===== src/rtl/pingpong_monitor.sv =====
// Receive-side checker for the pingpong counter: predicts value/direction from the
// previous sample and flags mismatches. Optional FAULT lock-up via PINGPONG_MON_STICKY_EN.
module pingpong_monitor #(
  parameter int              W         = 5,
  parameter logic [W-1:0]    MAX_VALUE = '1,
  parameter logic [W-1:0]    MIN_VALUE = '0,
  parameter int              CNT_W     = 16
) (
  input  logic             clk,
  input  logic             rst,
  input  logic             en,
  input  logic [W-1:0]     in_val,
  input  logic             in_dir,
  input  logic             in_max,
  input  logic             in_min,
  input  logic             in_hold,
  input  logic             in_flip,
  output logic             locked,
  output logic             err,
  output logic [1:0]       err_code,
  output logic             err_sticky,
  output logic [CNT_W-1:0] bounce_cnt
);

  typedef enum logic [1:0] {
    IDLE,
    LOCK,
    TRACK
`ifdef PINGPONG_MON_STICKY_EN
    , FAULT
`endif
  } state_t;

  localparam logic [W-1:0] MAX_M1 = MAX_VALUE - 1'b1;
  localparam logic [W-1:0] MIN_P1 = MIN_VALUE + 1'b1;

  state_t           state, state_d;
  logic [W-1:0]     ref_val, ref_val_d;
  logic             ref_dir, ref_dir_d;
  logic             ref_hold, ref_hold_d;
  logic             ref_flip, ref_flip_d;
  logic             err_d;
  logic [1:0]       err_code_d;
  logic [CNT_W-1:0] bounce_cnt_d;
  logic             sticky, sticky_d;

  logic [W-1:0]     exp_val;
  logic             exp_dir;
  logic             val_bad, dir_bad, flag_bad;
  logic [1:0]       code;

  always_comb begin
    exp_val = ref_val;
    exp_dir = ref_dir;
    if (!ref_hold) begin
      exp_val = ref_dir ? ref_val - 1'b1 : ref_val + 1'b1;
      // bounce overrides beat a simultaneous flip
      if (ref_val == MAX_M1)      exp_dir = 1'b1;
      else if (ref_val == MIN_P1) exp_dir = 1'b0;
      else                        exp_dir = ref_dir ^ ref_flip;
    end
  end

  always_comb begin
    val_bad  = (in_val != exp_val);
    dir_bad  = (in_dir != exp_dir);
    flag_bad = (in_max != (in_val == MAX_VALUE)) || (in_min != (in_val == MIN_VALUE));
    if (val_bad)      code = 2'd1;
    else if (dir_bad) code = 2'd2;
    else              code = 2'd3;
  end

  always_comb begin
    state_d      = state;
    ref_val_d    = ref_val;
    ref_dir_d    = ref_dir;
    ref_hold_d   = ref_hold;
    ref_flip_d   = ref_flip;
    err_d        = 1'b0;
    err_code_d   = err_code;
    bounce_cnt_d = bounce_cnt;
    sticky_d     = sticky;
    case (state)
      IDLE: begin
        if (en) state_d = LOCK;
      end
      LOCK: begin
        ref_val_d  = in_val;
        ref_dir_d  = in_dir;
        ref_hold_d = in_hold;
        ref_flip_d = in_flip;
        state_d    = en ? TRACK : IDLE;
      end
      TRACK: begin
        if (!en) begin
          state_d = IDLE;
        end else begin
          ref_val_d  = in_val;
          ref_dir_d  = in_dir;
          ref_hold_d = in_hold;
          ref_flip_d = in_flip;
          if (in_dir != ref_dir && bounce_cnt != '1)
            bounce_cnt_d = bounce_cnt + 1'b1;
          if (val_bad || dir_bad || flag_bad) begin
            err_d      = 1'b1;
            err_code_d = code;
`ifdef PINGPONG_MON_STICKY_EN
            sticky_d   = 1'b1;
            state_d    = FAULT;
`endif
          end
        end
      end
`ifdef PINGPONG_MON_STICKY_EN
      FAULT: state_d = FAULT;
`endif
      default: state_d = IDLE;
    endcase
  end

  always_ff @(posedge clk) begin
    if (rst) begin
      state      <= IDLE;
      ref_val    <= '0;
      ref_dir    <= 1'b0;
      ref_hold   <= 1'b0;
      ref_flip   <= 1'b0;
      err        <= 1'b0;
      err_code   <= '0;
      bounce_cnt <= '0;
      sticky     <= 1'b0;
    end else begin
      state      <= state_d;
      ref_val    <= ref_val_d;
      ref_dir    <= ref_dir_d;
      ref_hold   <= ref_hold_d;
      ref_flip   <= ref_flip_d;
      err        <= err_d;
      err_code   <= err_code_d;
      bounce_cnt <= bounce_cnt_d;
      sticky     <= sticky_d;
    end
  end

  assign locked = (state == TRACK);

`ifdef PINGPONG_MON_STICKY_EN
  assign err_sticky = sticky;
`else
  assign err_sticky = 1'b0;
`endif

endmodule

===== config.mk =====
export PLATFORM = sky130hd
export DESIGN_NAME = pingpong_monitor
export DESIGN_NICKNAME = d
export VERILOG_FILES = /design/src/rtl/pingpong_monitor.sv
export SDC_FILE = /design/constraint.sdc
export NUM_CORES = 1
export LEC_CHECK = 0
export ABC_AREA = 1
export CORE_ASPECT_RATIO = 2
export CORE_MARGIN = 3
export CORE_UTILIZATION = 50
export CTS_CLUSTER_SIZE = 25
export DETAILED_ROUTE_END_ITERATION = 7
export GPL_TIMING_DRIVEN = 0
export HOLD_SLACK_MARGIN = 0.03
export PLACE_DENSITY = 0.77
export SYNTH_ARGS = -nofsm -noshare
export SYNTH_HDL_FRONTEND = slang
export SYNTH_SLANG_ARGS = --single-unit

===== constraint.sdc =====
create_clock -name clk -period 2.1 [get_ports clk]
set_input_delay 0.42 -clock clk [delete_from_list [all_inputs] [get_ports clk]]
set_output_delay 0.42 -clock clk [all_outputs]
set_load 0.02 [all_outputs]

After elaboration in Yosys (flattened, before gate mapping)
Index checks and enable logic that the tools add are counted.
Storage, ports and cells
  register bits: 29
  word-level logic and storage cells: 60
  output and inout port bits: 21
Cells by class
  mux-type cells: 20
  reduce and logical (&&, ||, !) cells: 12
  equal/unequal tests: 14
  add/sub/neg operators: 3
  bitwise logic cells: 3
Operators by type and width (number)
  16-bit by 1-bit adder with 16-bit output (second input constant): 1
  16-bit != test (second input constant): 1
  5-bit two-way mux: 3
  5-bit == test (second input constant): 2
  5-bit one-hot mux with 2 select lines: 1
  1-bit two-way mux: 8
  2-bit two-way mux: 4
  2-bit != test (second input constant): 3
  1-bit one-hot mux with 2 select lines: 3
  2-bit one-hot mux with 3 select lines: 1
  3-bit AND reduction: 2
  5-bit by 1-bit adder with 5-bit output (second input constant): 1
  5-bit by 1-bit == test with 1-bit output (second input constant): 1
  5-bit logical NOT: 1
  5-bit != test: 1
  5-bit by 1-bit subtractor with 5-bit output (second input constant): 1
  1-bit != test: 4
  2-bit AND reduction: 2
  1-bit logical OR: 3
  3-bit OR reduction: 1
  2-bit by 1-bit == test with 1-bit output (second input constant): 1
  2-bit == test (second input constant): 1
  2-bit logical NOT: 1
  1-bit NOT: 2
  3 further kinds: 3

Longest topological paths before layout
Gate-level depths: netlist (run 1).
  depth in word-level cells: 8
  mapped depth: 15
  depth with buffers taken out: 15

Worst setup path before layout (run 1)
No wires, ideal clock.
  kind: reg2reg
  start point: reg bounce_cnt[0]
  end point: reg bounce_cnt[9]
  path buffers: 0
  arrival: 1649 ps
  period minus slack after synthesis: 1765 ps
  setup time: 115 ps
  path slack: 335 ps
  cell stages (with the launch flop): 13
  data required time: 1985 ps
  path through: dfxtp_1 > ha_1 > nand2_1 > inv_1 > nand3_2 > nor2_4 > nand3_2 > nand2_4 > inv_4 > nand2_2 > nor2_1 > a21oi_1 > nor2_1
Between the ends
  longest elaborated chain between the ends: 3
  elaborated cells between the ends (all ways): 4
  those cells by class: add/sub: 1; eq/ne: 1; reduce/logical: 2
Ends and longest elaborated chain
  from (decl): RTL line 22  | output logic [CNT_W-1:0] bounce_cnt
  from (signal assigned): RTL line 140  | bounce_cnt <= bounce_cnt_d;
  parallel branches: the longest is 3 deep, another holds 16-bit by 1-bit adder with 16-bit output
Several ways; the timed one is not identified.
A chain may end at the register's enable or synchronous reset.

Final worst setup path (run 1)
  start point: reg ref_val[1]
  end point: reg err_code[0]
Between the ends
  longest elaborated chain between the ends: 8
  elaborated cells between the ends (all ways): 16
  those cells by class: add/sub: 2; eq/ne: 4; mux: 7; reduce/logical: 3
Ends and longest elaborated chain
  from (decl): RTL line 38  | logic [W-1:0] ref_val, ref_val_d;
  from (signal assigned): RTL line 134  | ref_val <= ref_val_d;
  parallel branches: the longest is 8 deep, another holds 5-bit by 1-bit adder with 5-bit output
  to (signal assigned): RTL line 139  | err_code <= err_code_d;
  to (decl): RTL line 20  | output logic [1:0] err_code,
Several ways; the timed one is not identified.

==> summary.md, run 1 <==
| Metric | Value |
|---|---|
| Pre-CTS WS | -0.0226 ns |
| Post-synthesis cell type count | 28 |
| GP Congestion | approximately 0.86 |
| Hold path endpoint | state[0] |
| Maximum fanout along the worst path | 5 |
| CP Class | register to register |
| Clock sinks | 29 |
| Core ar. | between 0.003 and 0.004 sq mm |
| Critical Path RT | approximately 2.3 ns |
| Final instance area | between 0.002 and 0.0025 sq mm |
| Routed WL | between 4000 and 5000 um |
| CTS hold repair buffers | 0 |
| CP startpoint kind | register |
| Worst-Skew Late Latency | about 0.28 ns |
| Yosys warning count | 0 |
| Htree depth | 2 |
| Site row count | 30 |
| RSZ-0062 raised after global routing | no |
| Tightest Hold Check Type | register to register |
| First drt pass iteration count | 4 |
| Cell mode on critical path | nand2_1 |
| Worst r2r src | ref_val[1] |
| Util after Layout | roughly two thirds |
| Avg Vias per Cell | between 5 and 6 |
| Buffers on Ports | 31 |
| Min Tclk post-route | 1.86 ns |
| Final ANT Viol Nets | 0 |
| Clk buf depth | 2 |
| Min-delay src | state[1] |
| Die Footprint | between 0.004 and 0.005 sq mm |
| Crit end category | register |
| Dpl hpwl | between 3000 and 4000 um |
| CP max stage delay | ~0.4 ns |
| Final #Nets | 339 |
| Max frequency | between 500 and 600 MHz |
| Status | finished, final reports clean |
| I/O Pins | 34 |
| Sequential-to-total area share from yosys stat | roughly a third |
| GRT Total Usage | between 20% and 30% |
| Initial DRC count | 36 |
| Slew headroom | between 60% and 70% |
| GR Overflow Total | 0 |
| FF-to-FF End | err_code[0] |
| Initial antenna violation count | 0 |
| Vias post-DR | around 1900 |
| Post-synthesis cell area | between 0.0015 and 0.002 sq mm |
| Final period util | between 80% and 90% |
| LEAKAGE | about 0.97 nW |
| Post-synthesis area per instance | 6.42 sq um |
| Slowest cell on crit path | dfxtp_1 |
| Max-slew violation count | 0 |
| Post-cts resize count | 0 |
| Vias in the first global route | approximately 1800 |
| Clk root buf | clkbuf_8 |
| Yosys top cell area share | 31.9% |
| Die height | 91.3 um |
| Placed inst area | approximately 0.0022 sq mm |
| Synth area leader | dfxtp_1 |
| CTS clk-pin slew, worst paths | around 0.060 ns |
| Peak VDD IR | 0.314 mV |
| Max Clock Skew | 0.00197 ns |
| Setup Viol. Count Final | 0 |
| Drt drc | 0 |
| Largest net degree at the start of global routing | 11 |
| Synthesis-stage register bit count | 29 |
| Post-CTS Setup Inserts | 0 |
| CP Data Arrival Time | 2.03 ns |
| Syn nets | 301 |
| Layout cell share with drive strength beyond 1 | 8.72% |
| PD cells | between 500 and 600 mW/mm^2 |
| Worst Tran Pin Value | slightly below 0.5 ns |
| Initial core utilization | 52.6% |
| Hold depth | 1 |
| Max cap viols | 0 |
| Routed wire per std cell | around 12 um |
| Reg2Reg Setup Slack | roughly 0.24 ns |
| Inserted Diodes | 0 |
| R2R cell count | 15 |
| TritonCTS clock tree | built |
| Final worst slack | between 0.2 and 0.25 ns |
| Die Wd | 48.6 um |
| Area grow syn2layout | 25.2% |
| Num CTS Buffers | 5 |
| Global-route wire length before repair | around 7600 um |
| Fillers | roughly 330 |
| CP cell instances | inv_1 -> ha_1 -> inv_1 -> nand2_1 -> nand2_1 -> nand2_1 -> nand2_1 -> nand2_1 -> nand2_1 -> nor2_1 -> nand2_1 -> o21bai_2 -> nand2_1 -> nand2_1 -> nor2_1 |
| Final hold violation count | 0 |
| Syn Inst Count | approximately 280 |
| Synth area leaders | dfxtp_1, nand2_1, inv_1 |
-- layout by cell type, fill, tap and decap left out, types with 2 or more instances in the layout --
master,instances
dfxtp_1,28
a21oi_1,20
nand4_1,3
buf_4,2
a21oi_2,2
nand3_2,2
inv_1,37
ha_1,5
nor4_1,2
nor2_1,28
clkdlybuf4s50_1,31
nand2_1,87
nor3_1,6
nand3_1,20
xor2_1,6
nand2_4,2
xnor2_1,3
o21ai_0,12
clkbuf_8,7
clkbuf_1,3
nor2_4,3
nand2_2,4
-- power breakdown --
part           switching (mW)  internal [mW]  total [mW]
Clock                   0.207          0.260       0.467
Sequential             0.0188          0.566       0.585
Combinational           0.122         0.0797       0.202
Total                   0.348          0.906        1.25
-- registers in the layout (all words and copies together) (netlist names) --
register / count
state: 2
ref_dir: 1
err: 1
ref_flip: 1
ref_hold: 1
bounce_cnt: 16
err_code: 2
ref_val: 5
-- per-layer routing --
layer | part of all wire, % | routed length [um] | track usage (%)
met3 | 2.6 | 113 | 3.61
met4 | 5.0 | 223 | 16.6
met1 | 34 | 1500 | 18.4
met5 | 0 | 0 | 0
met2 | 58 | 2580 | 43.4
-- final cells by class --
| type | instances | area, sq um | share of cell area (%) |
|---|---|---|---|
| inverter | 40 | 153 | 6.71 |
| buffer | 6 | 47.5 | 2.09 |
| multi-input combinational | 208 | 1040 | 45.6 |
| timing repair buffer | 31 | 310 | 13.6 |
| tap | 48 | 60.1 | 2.64 |
| clock buffer | 7 | 86.3 | 3.79 |
| sequential | 29 | 582 | 25.6 |
-- Yosys cell counts --
cell type / n
clkinv_1: 1
nand3_2: 2
nand2_2: 4
nor3_1: 6
inv_2: 1
inv_1: 37
buf_4: 2
a21oi_1: 20
nor4_1: 2
ha_1: 5
xor2_1: 6
nand2_4: 2
nor2_1: 28
o21ai_0: 12
nand3_1: 20
a21oi_2: 2
nand4_1: 3
buf_6: 1
nand2_1: 87
clkbuf_1: 2
clkbuf_8: 1
dfxtp_1: 29
xnor2_1: 3
inv_4: 1
o21bai_2: 1
nor2_4: 3
conb_1: 1
o21ai_2: 1
-- how the worst max path moves through the flow --
stage	from	end	slack, ns	cells past startpoint
2_1_floorplan	bounce_cnt[0]	bounce_cnt[9]	0.34	12
3_3_place_gp	en	bounce_cnt[11]	-0.02	10
3_5_place_dp	en	bounce_cnt[11]	-0.02	10
4_1_cts	ref_val[0]	err_code[0]	0.20	15
5_1_grt	bounce_cnt[0]	bounce_cnt[9]	0.02	12
6_report	ref_val[1]	err_code[0]	0.24	15
-- cells by family (layout without fill, tap and decap cells) --
group,Yosys count,in the layout,synth area share [%]
compound gates,36,36,10.9
xor+xnor,9,9,4.34
fa+ha+maj,5,5,3.44
buf+inv,46,84,11.0
flops,29,29,31.9
other cells,1,1,0.206
simple gates,157,157,38.2
-- critical path: cells and delay by family, from the launching register on --
| family | cells | cell delay (ns) |
|---|---|---|
| buffers and inverters | 2 | 0.15 |
| flip-flops | 1 | 0.41 |
| adder cells (fa/ha/maj) | 1 | 0.30 |
| AO/OA/AOI/OAI | 1 | 0.17 |
| AND/OR/NAND/NOR | 11 | 0.73 |
-- through the flow --
step,TNS [ns],total power [mW],instances,hold slack [ns]
final,0,1.25,369,0.416
after global placement,-0.0203,0.792,362,0.403
after CTS,0,1.26,369,0.417
after detailed placement,-0.0226,0.798,362,0.409
after floorplan,0,0.731,283,0.397
after global routing,0,1.32,369,0.427
Power figures use the tool's default switching activity.
==> run 2: changes to the inputs <==
--- a/config.mk
+++ b/config.mk
@@ -14,6 +14,7 @@
 export GPL_TIMING_DRIVEN = 0
 export HOLD_SLACK_MARGIN = 0.03
 export PLACE_DENSITY = 0.77
+export SLEW_MARGIN = 20
 export SYNTH_ARGS = -nofsm -noshare
 export SYNTH_HDL_FRONTEND = slang
 export SYNTH_SLANG_ARGS = --single-unit
==> results of run 2 <==
No change in the layout: final DEF, timing and power equal those of run 1.
==> run 3: changes to the inputs <==
--- a/config.mk
+++ b/config.mk
@@ -11,7 +11,6 @@
 export CORE_UTILIZATION = 50
 export CTS_CLUSTER_SIZE = 25
 export DETAILED_ROUTE_END_ITERATION = 7
-export GPL_TIMING_DRIVEN = 0
 export HOLD_SLACK_MARGIN = 0.03
 export PLACE_DENSITY = 0.77
 export SLEW_MARGIN = 20
==> run 3 against run 2 <==
Sequential power barely moved. Flip-flop and latch count did not move. Routed wire length is 0.16% lower. Sequential share of layout area fell by 0.25 points. Combinational power is essentially flat. Power up 0.18%. Die area is the same. Critical endpoint is now err_code[1].
==> summary.md, run 3 (same netlist as run 1, synthesis figures left out) <==
| Metric | Value |
|---|---|
| Commonest non-fill, non-tap cell in the layout | nand2_1 (unchanged) |
| R2R cell count | 14 (was 15) |
| Tightest Hold Check Type | register to register (unchanged) |
| Final ANT Viol Nets | 0 (unchanged) |
| Htree depth | 2 (unchanged) |
| GR Overflow Total | 0 (unchanged) |
| Min Tclk post-route | 1.82 ns (was 1.86 ns) |
| RSZ-0062 raised after global routing | no (unchanged) |
| Hold depth | 1 (unchanged) |
| Max-slew violation count | 0 (unchanged) |
| Final #Nets | 342 (was 339) |
| Slowest cell on crit path | dfxtp_2 (was dfxtp_1) |
| CP cell instances | inv_1 -> ha_1 -> inv_1 -> nand2_1 -> nand2_1 -> nand2_1 -> nand2_1 -> nand2_1 -> nand2_1 -> nor2_1 -> nand2_1 -> o21bai_2 -> nand2_1 -> a21oi_1 (was inv_1 -> ha_1 -> inv_1 -> nand2_1 -> nand2_1 -> nand2_1 -> nand2_1 -> nand2_1 -> nand2_1 -> nor2_1 -> nand2_1 -> o21bai_2 -> nand2_1 -> nand2_1 -> nor2_1) |
| CTS clk-pin slew, worst paths | 0.06 ns (about the same) |
| Critical path depth in cells | 14 (was 15) |
| Biggest register | bounce_cnt (unchanged) |
| Peak VDD IR | 0.540 mV (was 0.314 mV) |
| Area grow syn2layout | 26.4% (was 25.2%) |
| Die Footprint | 0.00444 sq mm (unchanged) |
| Reg2Reg Setup Slack | 0.28 ns (was 0.24 ns) |
| Largest net degree at the start of global routing | 20 (was 11) |
| FF-to-FF End | err_code[1] (was err_code[0]) |
| Commonest non-fill, non-tap cells in the layout | nand2_1, inv_1, clkdlybuf4s50_1 (unchanged) |
| Clk root buf | clkbuf_8 (unchanged) |
| Worst-Skew Late Latency | 0.28 ns (about the same) |
| Final setup TNS | 0 ns (unchanged) |
| Critical Path RT | 2.31 ns (was 2.27 ns) |
| Worst r2r src | ref_val[1] (unchanged) |
| Clock sinks | 29 (unchanged) |
| Crit end category | register (unchanged) |
| CP Data Arrival Time | 2.03 ns (about the same) |
| Min-delay src | state[1] (unchanged) |
| Core ar. | 0.00345 sq mm (unchanged) |
| Hold path endpoint | state[0] (unchanged) |
| Num CTS Buffers | 5 (unchanged) |
| Die Wd | 48.6 um (unchanged) |
| GRT Total Usage | 21.5% (was 22.0%) |
| CP startpoint kind | register (unchanged) |
| Max Clock Skew | 0.00717 ns (was 0.00197 ns) |
| CP Class | register to register (unchanged) |
| I/O Pins | 34 (unchanged) |
| CP max stage delay | 0.36 ns (was 0.41 ns) |
| Maximum fanout along the worst path | 5 (unchanged) |
| Vias in the first global route | 1790 (was 1849) |
| PD cells | 546 mW/mm^2 (was 551 mW/mm^2) |
| Final period util | 86.7% (was 88.5%) |
| Initial core utilization | 52.6% (unchanged) |
| Final worst slack | 0.280 ns (was 0.242 ns) |
| Post-CTS Setup Inserts | 0 (unchanged) |
| Setup Viol. Count Final | 0 (unchanged) |
| LEAKAGE | 0.985 nW (was 0.969 nW) |
| Largest regs | bounce_cnt x16, ref_val x5 (unchanged) |
| Site row count | 30 (unchanged) |
| Dpl hpwl | 3420 um (was 3450 um) |
| Pre-CTS WS | 0.0686 ns (was -0.0226 ns) |
| Clk buf depth | 2 (unchanged) |
| Max cap viols | 0 (unchanged) |
| Cell mode on critical path | nand2_1 (unchanged) |
| Vias post-DR | 1881 (was 1882) |
| Global-route wire length before repair | 7510 um (was 7620 um) |
| TritonCTS clock tree | built (unchanged) |
| First drt pass iteration count | 5 (was 4) |
| Max frequency | 550 MHz (was 538 MHz) |
| Layout cell share with drive strength beyond 1 | 9.88% (was 8.72%) |
| Max reg flops | 16 (unchanged) |
| CTS hold repair buffers | 0 (unchanged) |
| Util after Layout | 66.6% (was 65.9%) |
| Drt drc | 0 (unchanged) |
| Die height | 91.3 um (unchanged) |
| Initial antenna violation count | 0 (unchanged) |
| Inserted Diodes | 0 (unchanged) |
| CP delay by family, top | simple AND/OR/NAND/NOR gates (unchanged) |
| Routed wire per std cell | 11.9 um (was 12.0 um) |
| Critical path buffer and inverter count | 2 (unchanged) |
| Buffers on Ports | 32 (was 31) |
| Status | finished, final reports clean (unchanged) |
| Final hold violation count | 0 (unchanged) |
| Avg Vias per Cell | 5.06 (was 5.10) |
| Initial DRC count | 41 (was 36) |
| GP Congestion | 0.952 (was 0.862) |
| Routed WL | 4410 um (was 4420 um) |
run 3: cell count changes in the layout (fill, tap and decap cells not counted), sizes merged:
cell / change
buf: +5
clkdlybuf4s50: +1
clkbuf: -3
run 3: worst max-delay path by stage:
stage | from | end | slack, ns
floorplan | bounce_cnt[0] | bounce_cnt[9] | 0.34
global placement | in_val[1] | err_code[0] | 0.06
detailed placement | in_val[3] | err_code[1] | 0.07
CTS | ref_val[1] | err_code[1] | 0.20
global route | ref_val[1] | err_code[1] | 0.03
finish | ref_val[1] | err_code[1] | 0.28
run 3: final cells by class:
class | count | area [sq um]
flip-flops and latches | 29 | 582
clock buffers | 7 | 86.3
well taps | 48 | 60.1
multi-input cells | 208 | 1040
repair buffers | 40 | 380
inverters | 40 | 153
fillers | 342 | 1150
run 3: routing by layer:
metal	routed length, um	track usage [%]	up-vias
li1	-	-	962
met1	1570	20.1	857
met2	2550	41.9	48
met3	152	3.78	14
met4	143	11.6	0
met5	0	0	-
run 3: timing repair:
| action | CTS | global route |
|---|---|---|
| endpoints found under the hold margin | 0 | 0 |
| setup endpoints to repair | 0 | 1 |
| gates resized for setup | 0 | 1 |
run 3: power by group:
| part | leakage [nW] | total [mW] | switching [mW] | internal (mW) |
|---|---|---|---|---|
| clock network | 0.0443 | 0.464 | 0.205 | 0.259 |
| registers | 0.236 | 0.588 | 0.0216 | 0.566 |
| logic | 0.705 | 0.204 | 0.120 | 0.0830 |
run 3: through the flow:
| stage | instances | power (mW) | hold WS (ns) | cell area [sq um] |
|---|---|---|---|---|
| after detailed placement | 365 | 0.802 | 0.415 | 2210 |
| after global placement | 365 | 0.798 | 0.410 | 2210 |
| final | 372 | 1.26 | 0.420 | 2300 |
| after floorplan | 283 | 0.731 | 0.397 | 1820 |
| after global routing | 372 | 1.31 | 0.429 | 2300 |
| after CTS | 372 | 1.26 | 0.423 | 2300 |
